--- config.mk ---
export PLATFORM = sky130hd
export DESIGN_NAME = ram_arbiter_flat
export DESIGN_NICKNAME = d
export VERILOG_FILES = /design/src/rtl/ram_arbiter_if.sv /design/src/rtl/ram_arbiter.sv /design/src/flat_wrapper.sv
export SDC_FILE = /design/constraint.sdc
export NUM_CORES = 1
export LEC_CHECK = 0
export CORE_MARGIN = 4
export CORE_UTILIZATION = 44
export CTS_CLUSTER_SIZE = 12
export DETAILED_ROUTE_END_ITERATION = 6
export PLACE_DENSITY = 0.94
export SYNTH_ARGS = -nofsm -noshare
export SYNTH_HDL_FRONTEND = slang
export SYNTH_SLANG_ARGS = --single-unit
export TNS_END_PERCENT = 1
--- constraint.sdc ---
create_clock -name clk -period 2.99 [get_ports clk]
set_clock_uncertainty 0.2 [all_clocks]
set_input_delay 0.7475 -clock clk [delete_from_list [all_inputs] [get_ports clk]]
set_output_delay 0.7475 -clock clk [all_outputs]
set_load 0.005 [all_outputs]
--- src/rtl/ram_arbiter_if.sv ---
// ram_arbiter_if: bundle of the two client command/response channels and
// the single-port RAM bus.
//   slave  : arbiter view (takes client commands and ram_dout, drives grants,
//            read responses and the RAM command port)
//   master : environment view (clients plus RAM core)
interface ram_arbiter_if #(
   parameter int AW = 8,
   parameter int DW = 10
);
   logic          req0, req1;
   logic          we0, we1;
   logic [AW-1:0] addr0, addr1;
   logic [DW-1:0] wdata0, wdata1;
   logic          gnt0, gnt1;
   logic          rvalid0, rvalid1;
   logic [DW-1:0] rdata0, rdata1;
   logic          ram_en, ram_we;
   logic [AW-1:0] ram_addr;
   logic [DW-1:0] ram_din;
   logic [DW-1:0] ram_dout;

   modport slave (
      input  req0, req1, we0, we1, addr0, addr1, wdata0, wdata1, ram_dout,
      output gnt0, gnt1, rvalid0, rvalid1, rdata0, rdata1,
             ram_en, ram_we, ram_addr, ram_din
   );

   modport master (
      output req0, req1, we0, we1, addr0, addr1, wdata0, wdata1, ram_dout,
      input  gnt0, gnt1, rvalid0, rvalid1, rdata0, rdata1,
             ram_en, ram_we, ram_addr, ram_din
   );
endinterface

--- src/rtl/ram_arbiter.sv ---
// ram_arbiter: two-client round-robin arbiter/sequencer in front of a
// single-port RAM with registered read data.
// Ports:
//   clk    rising-edge clock shared with the RAM core
//   rst_n  asynchronous active-low reset
//   bus    ram_arbiter_if.slave: client req/we/addr/wdata in, gnt/rvalid/
//          rdata out, ram_en/ram_we/ram_addr/ram_din out, ram_dout in
// Sequence per command: IDLE (sample + register) -> ACCESS (RAM port driven,
// gnt high) -> [reads only] RESP (capture ram_dout) -> IDLE. All outputs are
// registered.
module ram_arbiter #(
   parameter int AW = 8,
   parameter int DW = 10
) (
   input logic           clk,
   input logic           rst_n,
   ram_arbiter_if.slave  bus
);
   typedef enum logic [1:0] {IDLE, ACCESS, RESP} state_t;

   state_t              state, state_d;
   logic                ptr, ptr_d;       // round-robin priority pointer
   logic                owner, owner_d;   // client of the command in flight
   logic                win;
   logic                en_q, en_d, we_q, we_d;
   logic [AW-1:0]       addr_q, addr_d;
   logic [DW-1:0]       din_q, din_d;
   logic [1:0]          gnt_q, gnt_d;
   logic [1:0]          rvalid_q, rvalid_d;
   logic [1:0][DW-1:0]  rdata_q, rdata_d;

   always_comb begin
      state_d  = state;
      ptr_d    = ptr;
      owner_d  = owner;
      en_d     = 1'b0;
      we_d     = 1'b0;
      addr_d   = addr_q;
      din_d    = din_q;
      gnt_d    = '0;
      rvalid_d = '0;
      rdata_d  = rdata_q;
      // sole requester wins; on a tie the pointer decides
      win      = (bus.req0 & bus.req1) ? ptr : bus.req1;
      case (state)
         IDLE: if (bus.req0 | bus.req1) begin
            state_d    = ACCESS;
            en_d       = 1'b1;
            we_d       = win ? bus.we1    : bus.we0;
            addr_d     = win ? bus.addr1  : bus.addr0;
            din_d      = win ? bus.wdata1 : bus.wdata0;
            gnt_d[win] = 1'b1;
            owner_d    = win;
            ptr_d      = ~win;
         end
         // RAM samples the command at the edge ending this state
         ACCESS: state_d = we_q ? IDLE : RESP;
         RESP: begin
            state_d         = IDLE;
            rvalid_d[owner] = 1'b1;
            rdata_d[owner]  = bus.ram_dout;
         end
         default: state_d = IDLE;
      endcase
   end

   always_ff @(posedge clk or negedge rst_n) begin
      if (!rst_n) begin
         state    <= IDLE;
         ptr      <= 1'b0;
         owner    <= 1'b0;
         en_q     <= 1'b0;
         we_q     <= 1'b0;
         addr_q   <= '0;
         din_q    <= '0;
         gnt_q    <= '0;
         rvalid_q <= '0;
         rdata_q  <= '0;
      end else begin
         state    <= state_d;
         ptr      <= ptr_d;
         owner    <= owner_d;
         en_q     <= en_d;
         we_q     <= we_d;
         addr_q   <= addr_d;
         din_q    <= din_d;
         gnt_q    <= gnt_d;
         rvalid_q <= rvalid_d;
         rdata_q  <= rdata_d;
      end
   end

   assign bus.ram_en   = en_q;
   assign bus.ram_we   = we_q;
   assign bus.ram_addr = addr_q;
   assign bus.ram_din  = din_q;
   assign bus.gnt0     = gnt_q[0];
   assign bus.gnt1     = gnt_q[1];
   assign bus.rvalid0  = rvalid_q[0];
   assign bus.rvalid1  = rvalid_q[1];
   assign bus.rdata0   = rdata_q[0];
   assign bus.rdata1   = rdata_q[1];
endmodule
--- src/flat_wrapper.sv ---
// flat-port wrapper written by rule: the top's interface ports become plain ports
module ram_arbiter_flat 
#(
   parameter int AW = 8,
   parameter int DW = 10
)
  (clk, rst_n, bus_req0, bus_req1, bus_we0, bus_we1, bus_addr0, bus_addr1, bus_wdata0, bus_wdata1, bus_ram_dout, bus_gnt0, bus_gnt1, bus_rvalid0, bus_rvalid1, bus_rdata0, bus_rdata1, bus_ram_en, bus_ram_we, bus_ram_addr, bus_ram_din);
  ram_arbiter_if #(.AW(AW), .DW(DW)) bus_i ();
  input logic clk;
  input logic rst_n;
  input wire logic [$bits(bus_i.req0)-1:0] bus_req0;
  input wire logic [$bits(bus_i.req1)-1:0] bus_req1;
  input wire logic [$bits(bus_i.we0)-1:0] bus_we0;
  input wire logic [$bits(bus_i.we1)-1:0] bus_we1;
  input wire logic [$bits(bus_i.addr0)-1:0] bus_addr0;
  input wire logic [$bits(bus_i.addr1)-1:0] bus_addr1;
  input wire logic [$bits(bus_i.wdata0)-1:0] bus_wdata0;
  input wire logic [$bits(bus_i.wdata1)-1:0] bus_wdata1;
  input wire logic [$bits(bus_i.ram_dout)-1:0] bus_ram_dout;
  output wire logic [$bits(bus_i.gnt0)-1:0] bus_gnt0;
  output wire logic [$bits(bus_i.gnt1)-1:0] bus_gnt1;
  output wire logic [$bits(bus_i.rvalid0)-1:0] bus_rvalid0;
  output wire logic [$bits(bus_i.rvalid1)-1:0] bus_rvalid1;
  output wire logic [$bits(bus_i.rdata0)-1:0] bus_rdata0;
  output wire logic [$bits(bus_i.rdata1)-1:0] bus_rdata1;
  output wire logic [$bits(bus_i.ram_en)-1:0] bus_ram_en;
  output wire logic [$bits(bus_i.ram_we)-1:0] bus_ram_we;
  output wire logic [$bits(bus_i.ram_addr)-1:0] bus_ram_addr;
  output wire logic [$bits(bus_i.ram_din)-1:0] bus_ram_din;
  assign bus_i.req0 = bus_req0;
  assign bus_i.req1 = bus_req1;
  assign bus_i.we0 = bus_we0;
  assign bus_i.we1 = bus_we1;
  assign bus_i.addr0 = bus_addr0;
  assign bus_i.addr1 = bus_addr1;
  assign bus_i.wdata0 = bus_wdata0;
  assign bus_i.wdata1 = bus_wdata1;
  assign bus_i.ram_dout = bus_ram_dout;
  assign bus_gnt0 = bus_i.gnt0;
  assign bus_gnt1 = bus_i.gnt1;
  assign bus_rvalid0 = bus_i.rvalid0;
  assign bus_rvalid1 = bus_i.rvalid1;
  assign bus_rdata0 = bus_i.rdata0;
  assign bus_rdata1 = bus_i.rdata1;
  assign bus_ram_en = bus_i.ram_en;
  assign bus_ram_we = bus_i.ram_we;
  assign bus_ram_addr = bus_i.ram_addr;
  assign bus_ram_din = bus_i.ram_din;
  ram_arbiter #(.AW(AW), .DW(DW)) u_core (.clk(clk), .rst_n(rst_n), .bus(bus_i));
endmodule
==> results of run 1 <==
[cell families after synthesis]
group                  after synthesis
and+or+nand+nor                     26
buffers and inverters               19
AOI/OAI and AO/OA                   56
muxes                               20
DFF                                 48
[state kept, by name, summed over array words and instances (netlist names)]
name,cells
u_core.bus.ram_addr,8
u_core.owner,1
u_core.bus.ram_en,1
u_core.gnt_q,2
u_core.bus.rdata0,10
u_core.ptr,1
u_core.bus.ram_we,1
u_core.bus.ram_din,10
u_core.bus.rdata1,10
u_core.rvalid_q,2
u_core.state,2
[placed cells by master (no fill, tap or decap)]
cell / count
clkdlybuf4s50_1: 94
dfrtp_1: 48
mux2_2: 20
a21oi_1: 18
nand3_1: 16
o21ai_0: 16
a31oi_1: 15
buf_4: 7
clkbuf_8: 6
o2111a_1: 3
a221o_1: 3
nor3b_1: 2
nor2_1: 2
inv_2: 2
inv_1: 2
clkinvlp_4: 2
nand2b_1: 1
or2_4: 1
nand2_4: 1
and3_1: 1
nor2b_1: 1
nand3b_1: 1
a21o_1: 1
buf_2: 1
[synthesized netlist by cell type (2+ instances only)]
cell      count
a21oi_1      18
buf_2         7
nor3b_1       2
inv_1         2
dfrtp_1      48
mux2_2       20
a31oi_1      15
inv_2         2
o21ai_0      16
o2111a_1      3
a221o_1       3
nor2_1        2
buf_6         2
nand3_1      16
clkbuf_1      5
[per-stage QoR]
step | utilization | area, um2 | cells | hold slack (ns) | power [W]
after floorplan | - | 2009 | 169 | 0.2318 | 0.001683
after global placement | 0.6818 | 2989 | 308 | 0.2181 | 0.002433
after detailed placement | 0.6818 | 2989 | 308 | 0.2229 | 0.002500
after CTS | 0.7041 | 3087 | 316 | 0.1329 | 0.002910
after global routing | 0.7041 | 3087 | 316 | 0.1418 | 0.003067
final | 0.7041 | 3087 | 316 | 0.1351 | 0.002884
[where the power goes]
part | internal, W | total, W | switching [W]
Sequential | 0.000967 | 0.00115 | 0.000182
Clock | 0.000187 | 0.000408 | 0.000221
Combinational | 0.000832 | 0.00133 | 0.000496
[area by class of cell]
type                            instances  area [um2]
Fill cell                             312        1297
Sequential cell                        48        1201
Timing Repair Buffer                  102       998.5
Multi-Input combinational cell        102       709.4
Clock buffer                            6       82.58
Tap cell                               52       65.06
Clock inverter                          2       15.01
Inverter                                4       15.01
[metal layers]
metal	vias up	track usage
li1	805	-
met5	-	0
met3	14	0.04354
met2	104	0.3394
met4	0	0.06408
met1	848	0.2396
[worst min-delay path by stage]
stage	startpoint	end	slack, ns
after floorplan	u_core.bus.ram_we	u_core.state[1]	0.23
after global placement	u_core.bus.ram_we	u_core.state[1]	0.22
after detailed placement	u_core.bus.ram_we	u_core.state[1]	0.22
after CTS	rst_n	u_core.bus.rdata0[9]	0.13
after global routing	rst_n	u_core.bus.rdata0[9]	0.14
final	rst_n	u_core.bus.rdata0[9]	0.14
==> flow_summary.toml, run 1 <==
[status]
status = "completed"

[worst_hold_path]
hold_class = "in -> async"

[setup_path]
cp-startpoint = "bus_req1"
rr_worst_depth = 2
critPathKind = "in -> reg"
cp.arrival_ns = 2.12
cp-start-kind = "input pin"
cp_num_buf_inv = 2
rr_endpoint = "u_core.bus.rdata1[6]"
ff2ff_setup_slack_ns = 1.34
required_ns = 2.96
crit_path_end = "u_core.bus.ram_din[7]"
crit_family = "buffers and inverters"
crit_path_max_incr_delay_ns = 0.57
critical_path_cell_count = 5
critPathSlowestCell = "clkdlybuf4s50_1"
worstReg2RegStart = "u_core.state[0]"
path_cells = "clkdlybuf4s50_1 -> or2_4 -> nand2_4 -> inv_2 -> a31oi_1"
critPathMaxFanout = 20
cp-end-kind = "flop"

[synth]
syn_nets = 221
syn_area_um2 = 2009
synthAdderAreaFrac = 0
synth_top_area_frac = 0.5978
synth_xor_area_frac = 0
ys_ff_latch = 48
synth-main-ff-cell = "dfrtp_1"
yosys_warnings = 0
ys_types = 23
yosys.area_share.simple = 0.07410
avgSynthCellArea_um2 = 11.89
synthMuxAreaShare = 0.1121
synth_top_family_by_area = "compound AO/OA/AOI/OAI gates"
async_reset_ff_frac = 1.000
synth-compound-area-share = 0.1669
yosys.area.top_type = "dfrtp_1"
syn_inst = 169
synth.area.top_cells = "dfrtp_1 (60%), mux2_2 (11%), a31oi_1 (4.7%)"
yosysSeqAreaShare = 0.5978
synth_edf_count = 0

[power_and_ir_drop]
ir_drop_mv = 0.4935
p_leak_nw = 1.269
power_density_nw_per_um2 = 934.4

[floorplan]
num_rows = 24
design.core.area_um2 = 4384
dieHeight_um = 75.58
dieArea_um2 = 5712
die_w_um = 75.58
start_util = 0.4583
io_pins = 96

[final_layout]
nNetsFinal = 315
area_growth_pct = 53.61
diodes = 0
drive_gt1_frac = 0.1515

[drt]
routed_via_density = 5.604
drcViolationCount = 0
drt_pass1_iterations = 4
dr.first_iter.drc_count = 75
highest_layer = "met4"
wirelength_mm = 5.550
wl_met1_mm = 2.215
dr_wl_met3_um = 507
vias = 1771
antenna_left = 0
wl_per_cell_um = 17.56
wl_met2_mm = 2.744

[clock_tree]
clockBufferDepth = 2
postCtsSetupBuffers = 0
htreeDepth = 2
cts.clk_slew.worst_paths_ns = 0.09
post_cts_resized = 0
numCtsBuffers = 5
postCtsHoldBufs = 0
cts_tree = "done"
root_buffer = "clkbuf_8"
clock_sinks = 48
clk_latency_ns = 0.30

[sta]
setup_ws_ns = 0.8358
finalCritPeriodShare = 0.7205
final_max_slew_viol_count = 0
max_freq_mhz = 464.2
max_slew_margin = 0.6214
setup_viol = 0
tightestPinTransition_ns = 0.5661
timing_hold_violations_final = 0
setup-tns-final_ns = 0
fin_crit_ns = 2.154
rsz0062_at_grt = "false"

[place]
io_buffers = 95
gp_congestion = 0.7623
place_hpwl_mm = 4.140
post-place-ws_ns = 0.5358

[global_route]
grt_max_degree = 35
grt_pass1_wl_mm = 8.307
grt_pass1_vias = 1762
antenna_found_initial = 0
overflow = 0
grt_usage = 0.1949

[run]
maxCapViolCount = 0
(Power assumes the default switching activity.)
==> inputs of run 2 (changes only) <==
--- a/config.mk
+++ b/config.mk
@@ -6,10 +6,10 @@
 export NUM_CORES = 1
 export LEC_CHECK = 0
 export CORE_MARGIN = 4
-export CORE_UTILIZATION = 44
+export CORE_UTILIZATION = 36
 export CTS_CLUSTER_SIZE = 12
 export DETAILED_ROUTE_END_ITERATION = 6
-export PLACE_DENSITY = 0.94
+export PLACE_DENSITY = 0.83
 export SYNTH_ARGS = -nofsm -noshare
 export SYNTH_HDL_FRONTEND = slang
 export SYNTH_SLANG_ARGS = --single-unit
==> constraint.sdc (replaced) <==
create_clock -name clk -period 1.9 [get_ports clk]
set_clock_uncertainty 0.2 [all_clocks]
set_input_delay 0.475 -clock clk [delete_from_list [all_inputs] [get_ports clk]]
set_output_delay 0.475 -clock clk [all_outputs]
set_load 0.005 [all_outputs]
==> flow_summary.toml, run 2 (synthesis gave the netlist of run 1 again) <==
[run]
maxCapViolCount = 0

[power_and_ir_drop]
swShare = 0.3047
total_power_w = 0.004551
power_switching_w = 0.001387
pwr-share-comb = 0.469
cell_internal_pwr_w = 0.003165
p_seq_frac = 0.394
ir_drop_mv = 0.5610
p_leak_nw = 1.374
power_density_nw_per_um2 = 1409
power.share.clock = 0.138

[drt]
routed_via_density = 5.166
vias = 1777
wirelength_mm = 5.513
drcViolationCount = 0
dr.first_iter.drc_count = 78
antenna_left = 0
wl_per_cell_um = 16.03
drt_pass1_iterations = 4

[setup_path]
crit_path_max_incr_delay_ns = 0.52
cp-start-kind = "flop"
critPathSlowestCell = "clkdlybuf4s50_1"
cp.arrival_ns = 1.18
crit_family = "buffers and inverters"
critPathMaxFanout = 2
critPathKind = "reg -> out"
cp_num_buf_inv = 1
cp-end-kind = "primary output"
required_ns = 1.22
path_cells = "clkdlybuf4s50_1"

[global_route]
grt_pass1_vias = 1906
grt_pass1_wl_mm = 8.866
overflow = 0
grt_max_degree = 49
antenna_found_initial = 0
grt_usage = 0.1703

[sta]
fin_crit_ns = 1.852
max_freq_mhz = 539.9
final_max_slew_viol_count = 0
setup_ws_ns = 0.04775
finalCritPeriodShare = 0.9749
rsz0062_at_grt = "false"
max_slew_margin = 0.8164
holdWs_ns = 0.2465
tightestPinTransition_ns = 0.2749
timing_hold_violations_final = 0
setup_viol = 0

[clock_tree]
clock_sinks = 48
root_buffer = "clkbuf_8"
cts.clk_slew.worst_paths_ns = 0.09
clockBufferDepth = 2
numCtsBuffers = 5
htreeDepth = 2
clk_latency_ns = 0.29
cts_tree = "done"

[floorplan]
dieArea_um2 = 6841
num_rows = 26
start_util = 0.3813
design.core.area_um2 = 5270
die_w_um = 82.71
dieHeight_um = 82.71
io_pins = 96

[final_layout]
mostFrequentLayoutCells = "clkdlybuf4s50_1 (88), dfrtp_1 (48), mux2_2 (20)"
diodes = 0
area_growth_pct = 60.71
seqCellArea_um2 = 1201
drive_gt1_frac = 0.1825
nNetsFinal = 325
multi_input_area_um2 = 711.9
n_fill_cell = 434
design_area_um2 = 3229
final_common_cell = "clkdlybuf4s50_1"

[place]
dpl-instance-area_um2 = 3107
io_buffers = 95
gp_congestion = 0.7674
place_hpwl_mm = 4.177
post-place-ws_ns = -0.1731

[worst_hold_path]
hold_class = "reg -> reg"

[status]
status = "completed"
==> run 2: worst reg2reg max path, delay by kind of cell (launching register included) <==
| kind | cells | cell delay, ns |
|---|---|---|
| AND/OR/NAND/NOR | 1 | 0.21 |
| multiplexers | 1 | 0.36 |
| flip-flops | 1 | 0.42 |
| buffers and inverters | 1 | 0.23 |
==> run 2: metrics by stage <==
stage / setup TNS [ns] / std cells / utilization
2_1_floorplan: 0 / 169 / -
3_3_place_gp: -1.723 / 335 / 0.5895
3_5_place_dp: -2.748 / 335 / 0.5895
4_1_cts: 0 / 344 / 0.6099
5_1_grt: 0 / 344 / 0.6128
6_report: 0 / 344 / 0.6128
==> run 2: area by class of cell <==
class / instances / area share
Timing Repair Buffer: 112 / 0.3456
Inverter: 4 / 0.004649
Tap cell: 70 / 0.02712
Sequential cell: 48 / 0.3719
Clock buffer: 6 / 0.02557
Multi-Input combinational cell: 102 / 0.2205
Clock inverter: 2 / 0.004649
==> run 2: layer usage <==
layer  GRT usage  up-vias  routed length, um
li1            -      823                  -
met4     0.07353        0                 52
met1      0.2023      864               2235
met3     0.04555        8                507
met2      0.2893       82               2717
met5           0        -                  0
==> run 2: path summary, 6_finish.rpt <==
check                                  start                     to  slack, ns  depth (start not counted)
setup / recovery           u_core.bus.ram_we             bus_ram_we       0.05                          1
hold / removal             u_core.bus.ram_we        u_core.state[1]       0.25                          1
setup reg to reg             u_core.state[0]   u_core.bus.rdata0[3]       0.39                          3
hold reg to reg            u_core.bus.ram_we        u_core.state[1]       0.25                          1
max in group asynchronous              rst_n  u_core.bus.ram_din[1]       0.78                          3
min in group asynchronous              rst_n   u_core.bus.rdata0[4]       0.51                          3
==> run 2: repair_timing <==
item / 4_1_cts / 5_1_grt
hold buffers: 1 / 0
gates resized for setup: 0 / 6
setup endpoints to repair: 0 / 6
buffers inserted: 0 / 0
endpoints found under the hold margin: 48 / 0
==> run 2: power by group through the flow <==
stage	registers (W)	logic, W	clock network (W)
detailed placement	0.00181	0.00218	0
floorplan	0.00182	0.000832	0
finish	0.00179	0.00213	0.000627
global placement	0.00179	0.00211	0
CTS	0.00180	0.00218	0.000645
global route	0.00186	0.00233	0.000686
